**config.mk**
```make
export PLATFORM = sky130hd
export DESIGN_NAME = temp_sensor_if_flat
export DESIGN_NICKNAME = d
export VERILOG_FILES = /design/src/rtl/temp_sensor_if_if.sv /design/src/rtl/temp_sensor_if.sv /design/src/flat_wrapper.sv
export SDC_FILE = /design/constraint.sdc
export NUM_CORES = 1
export LEC_CHECK = 0
export ABC_CLOCK_PERIOD_IN_PS = 2100
export CAP_MARGIN = 10
export CORE_MARGIN = 10
export CORE_UTILIZATION = 48
export CTS_CLUSTER_SIZE = 24
export DETAILED_ROUTE_END_ITERATION = 12
export PLACE_DENSITY = 0.75
export SLEW_MARGIN = 20
export SYNTH_ARGS = -nofsm -noshare
export SYNTH_HDL_FRONTEND = slang
export SYNTH_SLANG_ARGS = --single-unit
```
**constraint.sdc**
```tcl
create_clock -name clock -period 2.1 [get_ports clock]
set_input_delay 0.42 -clock clock [delete_from_list [all_inputs] [get_ports clock]]
set_output_delay 0.42 -clock clock [all_outputs]
set_load 0.005 [all_outputs]
```
**src/rtl/temp_sensor_if_if.sv**
```systemverilog
// Data-memory write port of the temperature-sensor front end:
// a request/acknowledge handshake carrying one 32-bit word.
interface temp_sensor_if_if;
  logic        wr_req;
  logic [31:0] wr_addr;
  logic [31:0] wr_data;
  logic        wr_ack;

  modport master (output wr_req, output wr_addr, output wr_data, input wr_ack);
  modport slave  (input wr_req, input wr_addr, input wr_data, output wr_ack);
endinterface

```
**src/rtl/temp_sensor_if.sv**
```systemverilog
// Periodic SPI-style temperature-sensor sampler that writes each frame into a
// fixed data-memory word, flags dropped sample ticks and counts completed writes.
module temp_sensor_if #(
  parameter int unsigned CLK_DIV       = 4,
  parameter int unsigned DATA_BITS     = 16,
  parameter int unsigned SAMPLE_PERIOD = 1000,
  parameter logic [31:0] TEMP_ADDR     = 32'd8
) (
  input  logic             clock,
  input  logic             reset,
  input  logic             enable,
  input  logic             sdata,
  output logic             sclk,
  output logic             cs_n,
  output logic             overrun,
  output logic [7:0]       sample_count,
  temp_sensor_if_if.master mem
);
  localparam int unsigned PW = $clog2(SAMPLE_PERIOD);
  localparam int unsigned DW = (CLK_DIV > 1) ? $clog2(CLK_DIV) : 1;
  localparam int unsigned BW = (DATA_BITS > 1) ? $clog2(DATA_BITS) : 1;
  localparam logic [PW-1:0] PERIOD_LAST = PW'(SAMPLE_PERIOD - 1);
  localparam logic [DW-1:0] DIV_LAST    = DW'(CLK_DIV - 1);
  localparam logic [BW-1:0] BIT_LAST    = BW'(DATA_BITS - 1);

  typedef enum logic [1:0] {
    ST_IDLE    = 2'd0,
    ST_CONVERT = 2'd1,
    ST_WRITE   = 2'd2
  } state_t;

  state_t               state_r, state_s;
  logic [PW-1:0]        period_r, period_s;
  logic [DW-1:0]        div_r, div_s;
  logic [BW-1:0]        bit_r, bit_s;
  logic [DATA_BITS-1:0] frame_r, frame_s, frame_shift_s;
  logic                 sclk_r, sclk_s;
  logic                 cs_n_r, cs_n_s;
  logic                 wr_req_r, wr_req_s;
  logic [31:0]          wr_data_r, wr_data_s;
  logic                 overrun_r, overrun_s;
  logic [7:0]           count_r, count_s;
  logic                 tick_s;

  assign tick_s        = enable && (period_r == PERIOD_LAST);
  assign frame_shift_s = (frame_r << 1) | DATA_BITS'(sdata);

  // Sample-period counter: runs only while enabled, wraps on the tick.
  always_comb begin
    period_s = period_r;
    if (!enable) begin
      period_s = {PW{1'b0}};
    end else if (period_r == PERIOD_LAST) begin
      period_s = {PW{1'b0}};
    end else begin
      period_s = period_r + PW'(1);
    end
  end

  // Sequencer next state and next values of every registered output.
  always_comb begin
    state_s   = state_r;
    div_s     = div_r;
    bit_s     = bit_r;
    frame_s   = frame_r;
    sclk_s    = sclk_r;
    cs_n_s    = cs_n_r;
    wr_req_s  = wr_req_r;
    wr_data_s = wr_data_r;
    overrun_s = overrun_r;
    count_s   = count_r;
    case (state_r)
      ST_IDLE: begin
        if (tick_s) begin
          state_s = ST_CONVERT;
          cs_n_s  = 1'b0;
          sclk_s  = 1'b0;
          div_s   = {DW{1'b0}};
          bit_s   = {BW{1'b0}};
        end else begin
          state_s = ST_IDLE;
        end
      end
      ST_CONVERT: begin
        // A tick while busy is dropped, never queued.
        if (tick_s) begin
          overrun_s = 1'b1;
        end else begin
          overrun_s = overrun_r;
        end
        if (div_r == DIV_LAST) begin
          div_s = {DW{1'b0}};
          if (sclk_r) begin
            frame_s = frame_shift_s;
            sclk_s  = 1'b0;
            if (bit_r == BIT_LAST) begin
              state_s   = ST_WRITE;
              cs_n_s    = 1'b1;
              wr_req_s  = 1'b1;
              wr_data_s = 32'(frame_shift_s);
              bit_s     = {BW{1'b0}};
            end else begin
              bit_s = bit_r + BW'(1);
            end
          end else begin
            sclk_s = 1'b1;
          end
        end else begin
          div_s = div_r + DW'(1);
        end
      end
      ST_WRITE: begin
        if (tick_s) begin
          overrun_s = 1'b1;
        end else begin
          overrun_s = overrun_r;
        end
        if (mem.wr_ack) begin
          wr_req_s = 1'b0;
          count_s  = count_r + 8'd1;
          state_s  = ST_IDLE;
        end else begin
          state_s = ST_WRITE;
        end
      end
      default: begin
        state_s  = ST_IDLE;
        cs_n_s   = 1'b1;
        sclk_s   = 1'b0;
        wr_req_s = 1'b0;
      end
    endcase
  end

  // State and output registers with asynchronous reset.
  always_ff @(posedge clock or posedge reset) begin
    if (reset) begin
      state_r   <= ST_IDLE;
      period_r  <= {PW{1'b0}};
      div_r     <= {DW{1'b0}};
      bit_r     <= {BW{1'b0}};
      frame_r   <= {DATA_BITS{1'b0}};
      sclk_r    <= 1'b0;
      cs_n_r    <= 1'b1;
      wr_req_r  <= 1'b0;
      wr_data_r <= 32'd0;
      overrun_r <= 1'b0;
      count_r   <= 8'd0;
    end else begin
      state_r   <= state_s;
      period_r  <= period_s;
      div_r     <= div_s;
      bit_r     <= bit_s;
      frame_r   <= frame_s;
      sclk_r    <= sclk_s;
      cs_n_r    <= cs_n_s;
      wr_req_r  <= wr_req_s;
      wr_data_r <= wr_data_s;
      overrun_r <= overrun_s;
      count_r   <= count_s;
    end
  end

  assign sclk         = sclk_r;
  assign cs_n         = cs_n_r;
  assign overrun      = overrun_r;
  assign sample_count = count_r;
  assign mem.wr_req   = wr_req_r;
  assign mem.wr_data  = wr_data_r;
  assign mem.wr_addr  = TEMP_ADDR;
endmodule

```
**src/flat_wrapper.sv**
```systemverilog
// flat-port wrapper written by rule: the top's interface ports become plain ports
module temp_sensor_if_flat 
#(
  parameter int unsigned CLK_DIV       = 4,
  parameter int unsigned DATA_BITS     = 16,
  parameter int unsigned SAMPLE_PERIOD = 1000,
  parameter logic [31:0] TEMP_ADDR     = 32'd8
)
  (clock, reset, enable, sdata, sclk, cs_n, overrun, sample_count, mem_wr_req, mem_wr_addr, mem_wr_data, mem_wr_ack);
  temp_sensor_if_if mem_i ();
  input  logic clock;
  input  logic reset;
  input  logic enable;
  input  logic sdata;
  output logic sclk;
  output logic cs_n;
  output logic overrun;
  output logic [7:0] sample_count;
  output wire logic [$bits(mem_i.wr_req)-1:0] mem_wr_req;
  output wire logic [$bits(mem_i.wr_addr)-1:0] mem_wr_addr;
  output wire logic [$bits(mem_i.wr_data)-1:0] mem_wr_data;
  input wire logic [$bits(mem_i.wr_ack)-1:0] mem_wr_ack;
  assign mem_wr_req = mem_i.wr_req;
  assign mem_wr_addr = mem_i.wr_addr;
  assign mem_wr_data = mem_i.wr_data;
  assign mem_i.wr_ack = mem_wr_ack;
  temp_sensor_if #(.CLK_DIV(CLK_DIV), .DATA_BITS(DATA_BITS), .SAMPLE_PERIOD(SAMPLE_PERIOD), .TEMP_ADDR(TEMP_ADDR)) u_core (.clock(clock), .reset(reset), .enable(enable), .sdata(sdata), .sclk(sclk), .cs_n(cs_n), .overrun(overrun), .sample_count(sample_count), .mem(mem_i));
endmodule
```
==> out/qor.log, run 1 <==
qor: detailed_routing.detail_route.wirelength 5650 um
qor: synthesis.netlist_top_cells_count sky130_fd_sc_hd__dfrtp_1, sky130_fd_sc_hd__buf_4, sky130_fd_sc_hd__mux2_2
qor: die.floorplan.initialDensity 50.4%
qor: detailed_routing.wl_per_cell 14.9 um
qor: die.die_width 99.5 um
qor: detailed_routing.route.detailed.vias_per_inst 4.91
qor: sta.setup_violations 0
qor: sta.final_min_period_over_clock_period 89.5%
qor: synthesis.ys_seq_area_share 50.3%
qor: synthesis.synthDistinctLibCells 38
qor: layout.area_growth 15.3%
qor: worst_hold_path.worst_hold_path_type primary input to async pin
qor: sta.final.setup.tns 0 ns
qor: place.io_buffers 32
qor: clocking.cts_inserted_buffers 9
qor: critical_path.worst_setup_path_startpoint u_core.period_r[0]
qor: die.core_area 6030 um^2
qor: power_and_ir_drop.power.density_cell_area 647 nW/um^2
qor: sta.max-slew-margin-rel 66.0%
qor: critical_path.crit_path_end_kind register
qor: run_status.run_status finished, final reports clean
qor: clocking.number_of_levels_the_h_tree_was_split_into 3
qor: critical_path.critPathKind register to register
qor: power_and_ir_drop.max-vdd-ir-drop 0.437 mV
qor: layout.antennaDiodeCount 0
qor: critical_path.data_arrival_at_the_endpoint_of_the_critical_path 2.13 ns
qor: clocking.postCtsSetupBuffers 0
qor: synthesis.synth-async-reset-ratio 100%
qor: sta.finalHoldWorstSlack 0.453 ns
qor: global_routing.grt_max_degree 62
qor: global_routing.first_global_vias 2018
qor: die.num_io_pins 81
qor: place.finalWeightedCongestion 0.777
qor: detailed_routing.drc 0
qor: synthesis.yosysMostFrequentCell sky130_fd_sc_hd__dfrtp_1
qor: global_routing.track_usage 12.0%
qor: critical_path.worstSetupStartpointType register
qor: clocking.cts_root_buf sky130_fd_sc_hd__clkbuf_8
qor: synthesis.synthCells 258
qor: global_routing.antenna_found_initial 0
qor: layout.nNetsFinal 314
qor: sta.rsz0062_at_grt no
qor: synthesis.synth_area_leader_cell sky130_fd_sc_hd__dfrtp_1
qor: place.place_hpwl 4080 um
qor: sta.maxSlewViolCount 0
qor: job.cap_viol_max_count 0
qor: clocking.clkTransAtPathRegs 0.07 ns
qor: sta.report.final.hold_viol_count 0
qor: sta.timing_worst_slew_pin_value 0.508 ns
qor: synthesis.synth_flop_cell sky130_fd_sc_hd__dfrtp_1
qor: synthesis.syn-mean-instance-area 11.8 um^2
qor: critical_path.worst-endpoint-required 2.35 ns
qor: critical_path.regToRegStartpoint u_core.period_r[0]
qor: synthesis.synth_seq_cells 61
qor: power_and_ir_drop.post-layout-total-power 2.27 mW
qor: clocking.tritoncts yes
qor: die.die_area 9900 um^2
qor: die.die_y 99.5 um
qor: power_and_ir_drop.power.leakage 1.70 nW
qor: synthesis.synth_edf_count 0
qor: detailed_routing.postRouteAntennaNets 0
qor: clocking.clock_insertion_delay_worst_skew 0.33 ns
qor: die.placementRows 28
qor: synthesis.proportion_of_netlist_area_held_by_the_largest_area_contributor 49.5%
qor: synthesis.post_synth_main_area_contributors sky130_fd_sc_hd__dfrtp_1, sky130_fd_sc_hd__mux2_2, sky130_fd_sc_hd__buf_4, sky130_fd_sc_hd__ha_1, sky130_fd_sc_hd__xnor2_1
qor: synthesis.synth-warning-count 0
qor: synthesis.synth_area 3040 um^2
qor: global_routing.wire_length_of_the_first_global_routing_pass 9640 um
qor: clocking.clock-sinks 61
qor: clocking.clockBufferDepth 2
qor: global_routing.grt.overflow.total 0
qor: detailed_routing.dr_total_vias 1865
qor: layout.fillerInstances 524
qor: sta.skew 0.00583 ns
qor: layout.post_route_cells_drive_above_1_share 19.3%
qor: detailed_routing.drt_iter0_markers 46
qor: detailed_routing.drt_pass1_iterations 4
qor: sta.achievable-frequency 0.532 GHz
qor: critical_path.crit_fanout 6
qor: sta.final.min_clock_period 1.88 ns
## sequential cells by signal (all words and copies together), names as in the netlist
name,count
u_core.mem.wr_data,16
u_core.frame_r,15
u_core.period_r,10
u_core.sample_count,8
u_core.bit_r,4
u_core.div_r,2
u_core.state_r,2
u_core.cs_n,1
u_core.mem.wr_req,1
u_core.overrun,1
u_core.sclk,1
## layout make-up
cell class                 instances  area (um^2)  share of cell area (%)
clock buffer                      15          196                    5.61
inverter                           9         33.8                   0.965
multi-input combinational        183         1280                    36.5
tap                               75         93.8                    2.68
sequential                        61         1530                    43.6
timing repair buffer              37          370                    10.6
## per-layer routing
| layer | routed length [um] | up-vias | global-route usage [%] | share of wire (%) |
|---|---|---|---|---|
| li1 | - | 883 | - | - |
| met1 | 2260 | 918 | 13.2 | 40 |
| met2 | 2770 | 56 | 18.5 | 49 |
| met3 | 545 | 8 | 6.99 | 9.6 |
| met4 | 75 | 0 | 4.63 | 1.3 |
| met5 | 0 | - | 0 | 0 |
## worst paths after layout
check | end | slack [ns] | cells after the start
hold / removal | u_core.sample_count[2] | 0.45 | 3
setup / recovery | u_core.bit_r[1] | 0.22 | 5
min in group clock | u_core.sample_count[7] | 0.48 | 1
max in group asynchronous | u_core.cs_n | 1.33 | 3
setup reg to reg | u_core.bit_r[1] | 0.22 | 5
hold reg to reg | u_core.sample_count[7] | 0.48 | 1
## through the flow
stage	std cells	utilization, %	area (um^2)	setup WS [ns]
after global routing	380	58.1	3500	0.0658
after CTS	380	57.8	3490	0.0841
after floorplan	304	-	3210	0.169
after global placement	365	54.6	3290	0.0924
after detailed placement	365	54.6	3290	0.0172
final	380	58.1	3500	0.220
## where the power goes
part / internal (mW) / switching, mW / leakage (nW) / total [mW]
clock network: 0.584 / 0.422 / 0.102 / 1.01
logic: 0.0174 / 0.0555 / 0.767 / 0.0729
registers: 1.18 / 0.00562 / 0.829 / 1.19
total: 1.78 / 0.483 / 1.70 / 2.27
## critical path, cell delays in order, from the launching register on
cell	delay, ns
sky130_fd_sc_hd__dfrtp_1	0.39
sky130_fd_sc_hd__ha_1	0.25
sky130_fd_sc_hd__nand4b_1	0.16
sky130_fd_sc_hd__o41a_1	0.45
sky130_fd_sc_hd__nor3_2	0.32
sky130_fd_sc_hd__mux2i_1	0.21
## layout by cell type, fill, tap and decap left out, drive strengths merged, types with 2 or more instances in the layout
cell type,n
clkbuf,15
o31ai,4
buf,5
inv,9
nor3,3
nand2,11
nor2,12
dfrtp,60
clkdlybuf4s50,32
nand3b,3
nand3,11
conb,48
nand4,3
mux2i,2
xor2,7
o21ai,5
xnor2,8
mux2,33
and3,4
and2,2
ha,8
and4,3
o41ai,4
## cell families (layout without fill, tap and decap cells)
| kind of cell | after synthesis | after routing | synth area share, % |
|---|---|---|---|
| buf+inv | 60 | 61 | 13.7 |
| fa+ha+maj | 8 | 8 | 3.30 |
| xor+xnor | 15 | 15 | 4.33 |
| mux | 35 | 35 | 12.9 |
| other cells | 2 | 48 | 0.247 |
| compound gates | 22 | 22 | 5.44 |
| flops | 61 | 61 | 50.3 |
| simple gates | 55 | 55 | 9.73 |
## timing repair
action | CTS | global route
hold buffers | 0 | 0
endpoints found under the setup margin | 0 | 2
gates resized for setup | 0 | 3
No activity file was read; power rests on OpenSTA's default activity.
==> inputs of run 2 (changes only) <==
- CTS_CLUSTER_DIAMETER: unset -> 50
==> results of run 2 <==
Final layout, timing and power as in run 1 (identical DEF).
